[config.mk]
export PLATFORM = sky130hd
export DESIGN_NAME = uart_rx
export DESIGN_NICKNAME = d
export VERILOG_FILES = /design/src/rtl/uart_rx.sv
export SDC_FILE = /design/constraint.sdc
export NUM_CORES = 1
export LEC_CHECK = 0
export CAP_MARGIN = 20
export CORE_MARGIN = 1.5
export CORE_UTILIZATION = 48
export CTS_BUF_LIST = sky130_fd_sc_hd__clkbuf_16
export CTS_CLUSTER_DIAMETER = 150
export DETAILED_ROUTE_END_ITERATION = 6
export PLACE_DENSITY = 0.72
export SLEW_MARGIN = 20
export SYNTH_ARGS = -nofsm -noshare
export SYNTH_HDL_FRONTEND = slang
export SYNTH_SLANG_ARGS = --single-unit
[constraint.sdc]
create_clock -name clk -period 1.55 [get_ports clk]
set_input_delay 0.3875 -clock clk [delete_from_list [all_inputs] [get_ports clk]]
set_output_delay 0.3875 -clock clk [all_outputs]
set_load 0.02 [all_outputs]
[src/rtl/uart_rx.sv]
// uart_rx: 8N1-style asynchronous serial receiver.
//   Samples each bit at its mid-point using a bit-time counter of
//   T = CLKS_PER_SAMPLE*SAMPLES_PER_BIT clocks. Received words are
//   presented on data_bus with a valid/acknowledge handshake. Framing
//   errors (stop bit 0) and overruns (unread word overwritten) are
//   flagged.
// Ports:
//   clk           - system clock, rising edge
//   rst_b         - synchronous reset, active low
//   serial_in     - asynchronous serial line, idles high
//   read_ack      - single-cycle pulse: consumer has taken data_bus
//   data_bus      - last successfully received word
//   byte_valid    - data_bus holds an unread word
//   framing_error - last frame had a stop bit of 0
//   overrun_error - an unread word was overwritten (sticky until read_ack)
module uart_rx #(
    parameter int unsigned WORD_SIZE       = 8,
    parameter int unsigned CLKS_PER_SAMPLE = 4,
    parameter int unsigned SAMPLES_PER_BIT = 8
) (
    input  logic                 clk,
    input  logic                 rst_b,
    input  logic                 serial_in,
    input  logic                 read_ack,
    output logic [WORD_SIZE-1:0] data_bus,
    output logic                 byte_valid,
    output logic                 framing_error,
    output logic                 overrun_error
);

    localparam int unsigned BIT_T  = CLKS_PER_SAMPLE * SAMPLES_PER_BIT;
    localparam int unsigned HALF_T = BIT_T / 2;
    localparam int unsigned CNT_W  = (BIT_T > 1) ? $clog2(BIT_T) : 1;
    localparam int unsigned IDX_W  = $clog2(WORD_SIZE + 1);

    localparam logic [CNT_W-1:0] CNT_LAST = CNT_W'(BIT_T - 1);
    localparam logic [CNT_W-1:0] CNT_MID  = CNT_W'(HALF_T - 1);
    localparam logic [IDX_W-1:0] IDX_LAST = IDX_W'(WORD_SIZE - 1);

    typedef enum logic [2:0] {
        IDLE,
        START,
        DATA,
        STOP,
        WAIT_HIGH
    } state_t;

    state_t               state, state_next;
    logic                 sync_1, rx_s;
    logic [CNT_W-1:0]     cnt;
    logic [IDX_W-1:0]     bit_idx;
    logic [WORD_SIZE-1:0] shreg;

    logic tick;
    logic shift_en;
    logic load_good;
    logic set_fe;

    // The counter is cleared on the detection cycle, so the value
    // HALF_T-1 recurs exactly at D+T/2+k*T, i.e. every bit mid-point.
    assign tick = (cnt == CNT_MID);

    always_comb begin
        state_next = state;
        shift_en   = 1'b0;
        load_good  = 1'b0;
        set_fe     = 1'b0;
        case (state)
            IDLE: begin
                if (!rx_s) state_next = START;
            end
            START: begin
                if (tick) state_next = rx_s ? IDLE : DATA;
            end
            DATA: begin
                if (tick) begin
                    shift_en = 1'b1;
                    if (bit_idx == IDX_LAST) state_next = STOP;
                end
            end
            STOP: begin
                if (tick) begin
                    if (rx_s) begin
                        load_good  = 1'b1;
                        state_next = IDLE;
                    end else begin
                        set_fe     = 1'b1;
                        state_next = WAIT_HIGH;
                    end
                end
            end
            WAIT_HIGH: begin
                if (rx_s) state_next = IDLE;
            end
            default: state_next = IDLE;
        endcase
    end

    always_ff @(posedge clk) begin
        if (!rst_b) begin
            sync_1        <= 1'b1;
            rx_s          <= 1'b1;
            state         <= IDLE;
            cnt           <= '0;
            bit_idx       <= '0;
            shreg         <= '0;
            data_bus      <= '0;
            byte_valid    <= 1'b0;
            framing_error <= 1'b0;
            overrun_error <= 1'b0;
        end else begin
            sync_1 <= serial_in;
            rx_s   <= sync_1;
            state  <= state_next;

            if (state == IDLE || state == WAIT_HIGH) begin
                cnt <= '0;
            end else if (cnt == CNT_LAST) begin
                cnt <= '0;
            end else begin
                cnt <= cnt + 1'b1;
            end

            if (state == START) begin
                bit_idx <= '0;
            end else if (shift_en) begin
                bit_idx <= bit_idx + 1'b1;
            end

            // First received bit ends up in bit 0 after WORD_SIZE shifts.
            if (shift_en) shreg <= {rx_s, shreg[WORD_SIZE-1:1]};

            if (load_good) begin
                data_bus      <= shreg;
                byte_valid    <= 1'b1;
                framing_error <= 1'b0;
                // An ack in the load cycle consumes the old word, so no overrun.
                if (byte_valid && !read_ack) begin
                    overrun_error <= 1'b1;
                end else if (byte_valid && read_ack) begin
                    overrun_error <= 1'b0;
                end
            end else if (read_ack && byte_valid) begin
                byte_valid    <= 1'b0;
                overrun_error <= 1'b0;
            end

            if (set_fe) framing_error <= 1'b1;
        end
    end

endmodule
# Yosys cells after proc, flatten, opt, wreduce, memory -nomap -nowiden
# Index checks and enable logic that the tools add are counted.
[word_totals]
reg_bits = 33
n_memories = 0
rom_bits = 0
inputBits = 4
latch_bits = 0
word_cells = 60
ram_bits = 0
[op_classes]
n_addsub = 2
eq_ne = 13
reduce_logical = 10
mul = 0
muxes = 24
n_div = 0
order_cmp = 0
n_bitwise = 1
shift = 0
[op_table]
columns = ["operator", "count"]
rows = [
  ["3-bit 2-to-1 mux", 7],
  ["1-bit 2-to-1 mux", 15],
  ["3-bit one-hot mux with 5 select lines", 1],
  ["2-bit != test (second input constant)", 6],
  ["3-bit by 2-bit == test with 1-bit output (second input constant)", 2],
  ["6-bit AND reduction", 1],
  ["5-bit by 1-bit adder with 5-bit output (second input constant)", 1],
  ["5-bit by 4-bit == test with 1-bit output (second input constant)", 1],
  ["5-bit == test (second input constant)", 1],
  ["4-bit by 1-bit adder with 4-bit output (second input constant)", 1],
  ["4-bit by 3-bit == test with 1-bit output (second input constant)", 1],
  ["2-bit nonzero test", 2],
  ["3-bit by 1-bit == test with 1-bit output (second input constant)", 1],
  ["3-bit == test (second input constant)", 1],
  ["3-bit logical NOT", 1],
  ["3-bit OR reduction", 1],
  ["1-bit logical AND", 2],
  ["2-bit 2-to-1 mux", 1],
  ["2-bit OR reduction", 1],
  ["1-bit logical NOT", 1],
  ["1-bit logical OR", 1],
  ["1-bit inverter", 1],
]

# Logic depth before layout (Yosys ltp)
[logic_depth]
depth_word = 5
depth_mapped = 7
depth_no_buf = 6

# Worst setup path after synthesis
# OpenSTA, ideal clock, no wires.
[synth_timing]
path_kind = "register to register"
start = "reg cnt[0]"
end = "reg byte_valid"
stages_incl_launch_ff = 8
synth_period_minus_slack_ps = 1665
arrival_ps = 1550
setup_time_ps = 115
setup_slack_ps = -115
cell_sequence = "dfxtp_1 -> ha_1 -> and3_1 -> ha_1 -> and4b_4 -> and2_4 -> buf_6 -> o21a_1"
[synth_via]
elab_chain_cells = 4
word_cells_on_any_way = 5
classes_between = "1 x eq/ne; 3 x mux; 1 x reduce/logical"
[synth_lines]
columns = ["element", "line", "source"]
rows = [
  ["start: declaration", "50", "logic [CNT_W-1:0] cnt;"],
  ["start signal: assignment", "121", "cnt <= cnt + 1'b1;"],
  ["5-bit by 4-bit == test with 1-bit output *", "61", "assign tick = (cnt == CNT_MID);"],
  ["1-bit 2-to-1 mux *", "82", "if (tick) begin"],
  ["1-bit 2-to-1 mux *", "68", "case (state)"],
  ["1-bit 2-to-1 mux / 2-bit nonzero test (equally long branches)", "--", ""],
  ["end signal: assignment", "108", "byte_valid <= 1'b0;"],
  ["end signal: assignment", "135", "byte_valid <= 1'b1;"],
  ["end signal: assignment", "144", "byte_valid <= 1'b0;"],
  ["end: declaration", "26", "output logic byte_valid,"],
]
# Mark *: on every way between the ends. The rest lies on a longest branch, timed or not.
# A chain may end at the register's enable or synchronous reset.

# Worst setup path after layout
[layout_timing]
start = "reg cnt[1]"
end = "reg data_bus[4]"
[layout_via]
elab_chain_cells = 3
[layout_lines]
columns = ["element", "line", "source"]
rows = [
  ["5-bit by 4-bit == test with 1-bit output", "61", ""],
  ["1-bit 2-to-1 mux", "82", ""],
  ["1-bit 2-to-1 mux", "68", ""],
  ["end signal: assignment", "134", "data_bus <= shreg;"],
  ["end: declaration", "25", "output logic [WORD_SIZE-1:0] data_bus,"],
]
# No other way between the ends.

==> metrics <==
status finished, violations left; violated checks setup timing; synthesized flop and latch total 33; Inserted Clock Buffers 5; Clock Sinks 33; hold_ws 0.405 ns; syn avg cell area 9.26 um^2; sw frac 18.3%; ant diodes 0; Least-Margin Pin Slew 0.573 ns; synthesized instance count 143; Combinational Power Share 2.2%; setup TNS -0.143 ns; flop-to-flop setup slack -0.05 ns; Seq pwr share 43.4%; drt initial violations 13; largest net degree at the start of global routing 26; Area Overhead vs Synth 34.2%; worst setup path startpoint cnt[1]; GR Util All Layers 18.0%; hpwl dp 1.72 mm; Rel. slew slack 61.5%; Post-DRT Antenna Nets 0; antenna violations before repair 0; kind of critical path reg -> reg; Worst path slowest cell dfxtp_2; Final Wtd Congestion 0.738; die width 55.5 um; WP data required 1.75 ns; clock buffer depth 2; Skew-Pair Late Insertion Delay 0.27 ns; crit share post-route 103%; LEAKAGE 0.688 nW; routed wire length 2.82 mm; R2R Path End data_bus[4]; Final setup viols 8; mapped cell area 1320 um^2; reg2reg path depth 6; CTS clk-pin slew, worst paths 0.05 ns; final worst setup slack -0.0460 ns; clock power share 54.4%; Die ar. 3080 um^2; YS warnings 0; Critical Path Most Common Cell ha_4; placed cell area 1570 um^2; cts hold-fix bufs 0; Psw 364 uW; RSZ-0062 raised after global routing yes; Core Area 2540 um^2; DRC 0; crit start category flip-flop; WL/cell 14.0 um; IO buf count 14; H-tree levels 2; minimum clock period 1.60 ns; share of cells above drive strength 1 17.0%; Netlist cell types 32; first-pass iteration count of the detailed router 4; Syn Nets 151; commonest non-fill, non-tap cell in the layout nand2_1; slowest stage delay, CP 0.35 ns; vias after detailed routing 1067; Worst setup EP type flip-flop; Initial Util 52.0%; Die Y 55.5 um; Max Slew Vio Count 0; Hold Fails Final Rpt 0; vias in the first global route 947; cell breakdown of the critical path ha_4 > and3_4 > ha_4 > and4b_4 > and2_4 > mux2i_1; Ports 15; Peak VDD IR 0.00103 V; Overflow after GRT 0; CP endpoint data_bus[4]; CTS tree done; sequential share of the synthesized area 49.9%; r2r startpoint cnt[1]; row cnt 18; global-route wire length before repair 4.36 mm; internal power 1.62 mW; pre-CTS setup slack -0.0535 ns; CTS Root Cell clkbuf_16; nets@finish 178; critical path peak fanout 5; Final Cell Area 1780 um^2; DR vias/cell 5.31; max_cap viols 0; Pwr per Cell Area 1120 nW/um^2; post-layout util 69.8%; Max Freq 627 MHz; Hold/Removal Path Class reg -> reg; Fillers 218; Critical Path AT 1.79 ns; most frequent cells in the layout nand2_1 (36), dfxtp_1 (31), buf_4 (11), dlygate4sd2_1 (11), mux2i_1 (10); clk_skew 0.00257 ns
-- how the worst min path moves through the flow --
stage               endpoint  depth (start not counted)   start
detailed placement      rx_s                          1  sync_1
CTS                     rx_s                          1  sync_1
floorplan               rx_s                          1  sync_1
global placement        rx_s                          1  sync_1
global route            rx_s                          1  sync_1
finish                  rx_s                          1  sync_1
-- logic make-up (layout without fill, tap and decap cells) --
family / count (synthesis) / count (layout) / synth area share (%)
buf+inv: 11 / 38 / 4.06
mux: 10 / 10 / 7.56
simple gates: 64 / 65 / 23.7
xor+xnor: 3 / 3 / 1.99
fa+ha+maj: 4 / 4 / 3.78
compound gates: 18 / 18 / 8.98
flops: 33 / 33 / 49.9
-- metal layers --
metal	vias up	track usage (%)	wire length, um	part of all wire, %
met2	22	28.4	1330	47
met3	4	7.26	105	3.7
met5	-	0	0	0
met4	0	5.23	52	1.8
li1	533	-	-	-
met1	508	22.7	1330	47
-- state kept, by name (all words and copies together) (netlist names), named ones only --
name / flops
sync_1: 1
byte_valid: 1
state: 3
data_bus: 8
framing_error: 1
rx_s: 1
cnt: 5
shreg: 8
bit_idx: 4
-- area by class of cell --
class                           instances  area, um^2  share of cell area [%]
Multi-Input combinational cell        100         686                    38.6
Timing Repair Buffer                   25         209                    11.8
Tap cell                               30        37.5                    2.11
Inverter                                5        18.8                    1.06
Sequential cell                        33         663                    37.3
Clock inverter                          3        37.5                    2.11
Clock buffer                            5         125                    7.04
-- power by group through the flow --
stage          registers, mW  logic (mW)  clock network (mW)
2_1_floorplan          0.876      0.0228                   0
5_1_grt                0.861      0.0465                1.13
4_1_cts                0.860      0.0407                1.10
3_3_place_gp           0.877      0.0396                   0
6_report               0.861      0.0436                1.08
3_5_place_dp           0.877      0.0406                   0
-- synth_stat cells --
cell type	n	area (um^2)
a31oi_1	1	6.26
a21boi_1	8	60.1
and3_1	1	6.26
mux2i_1	10	100
buf_4	1	7.51
o31ai_1	1	7.51
a21oi_1	4	20.0
nor3b_1	2	15.0
nor4bb_1	2	20.0
xor2_1	1	8.76
clkbuf_1	3	11.3
and4b_4	1	13.8
buf_2	1	5.00
or3b_1	1	8.76
and2_4	1	8.76
xnor2_1	2	17.5
and4b_1	1	10.0
nand2b_1	2	12.5
and2_1	1	6.26
a211oi_1	1	7.51
nand3_1	2	10.0
nor2_1	9	33.8
nand4bb_1	1	11.3
o21a_1	1	7.51
nand2_1	37	139
buf_6	1	11.3
nor2b_1	1	6.26
ha_1	4	50.1
inv_1	5	18.8
dfxtp_1	33	661
o21ai_0	2	10.0
or3_1	2	12.5
-- stage by stage --
step,std cells,total power [mW]
after floorplan,143,0.899
after detailed placement,190,0.917
after CTS,200,2.00
final,201,1.98
after global routing,201,2.04
after global placement,190,0.916
-- critical path: cells and delay by family (launching register included) --
| kind | cells | cell delay, ns |
|---|---|---|
| AND/OR/NAND/NOR | 3 | 0.66 |
| multiplexers | 1 | 0.21 |
| adder cells (fa/ha/maj) | 2 | 0.29 |
| flip-flops | 1 | 0.35 |
-- timing repair --
action	CTS	global route
pin swaps	1	5
cloned	1	1
resized for setup	11	8
endpoints found under the hold margin	0	0
setup endpoints to repair	31	23
buffers inserted	1	0
No activity file was read; power rests on OpenSTA's default activity.
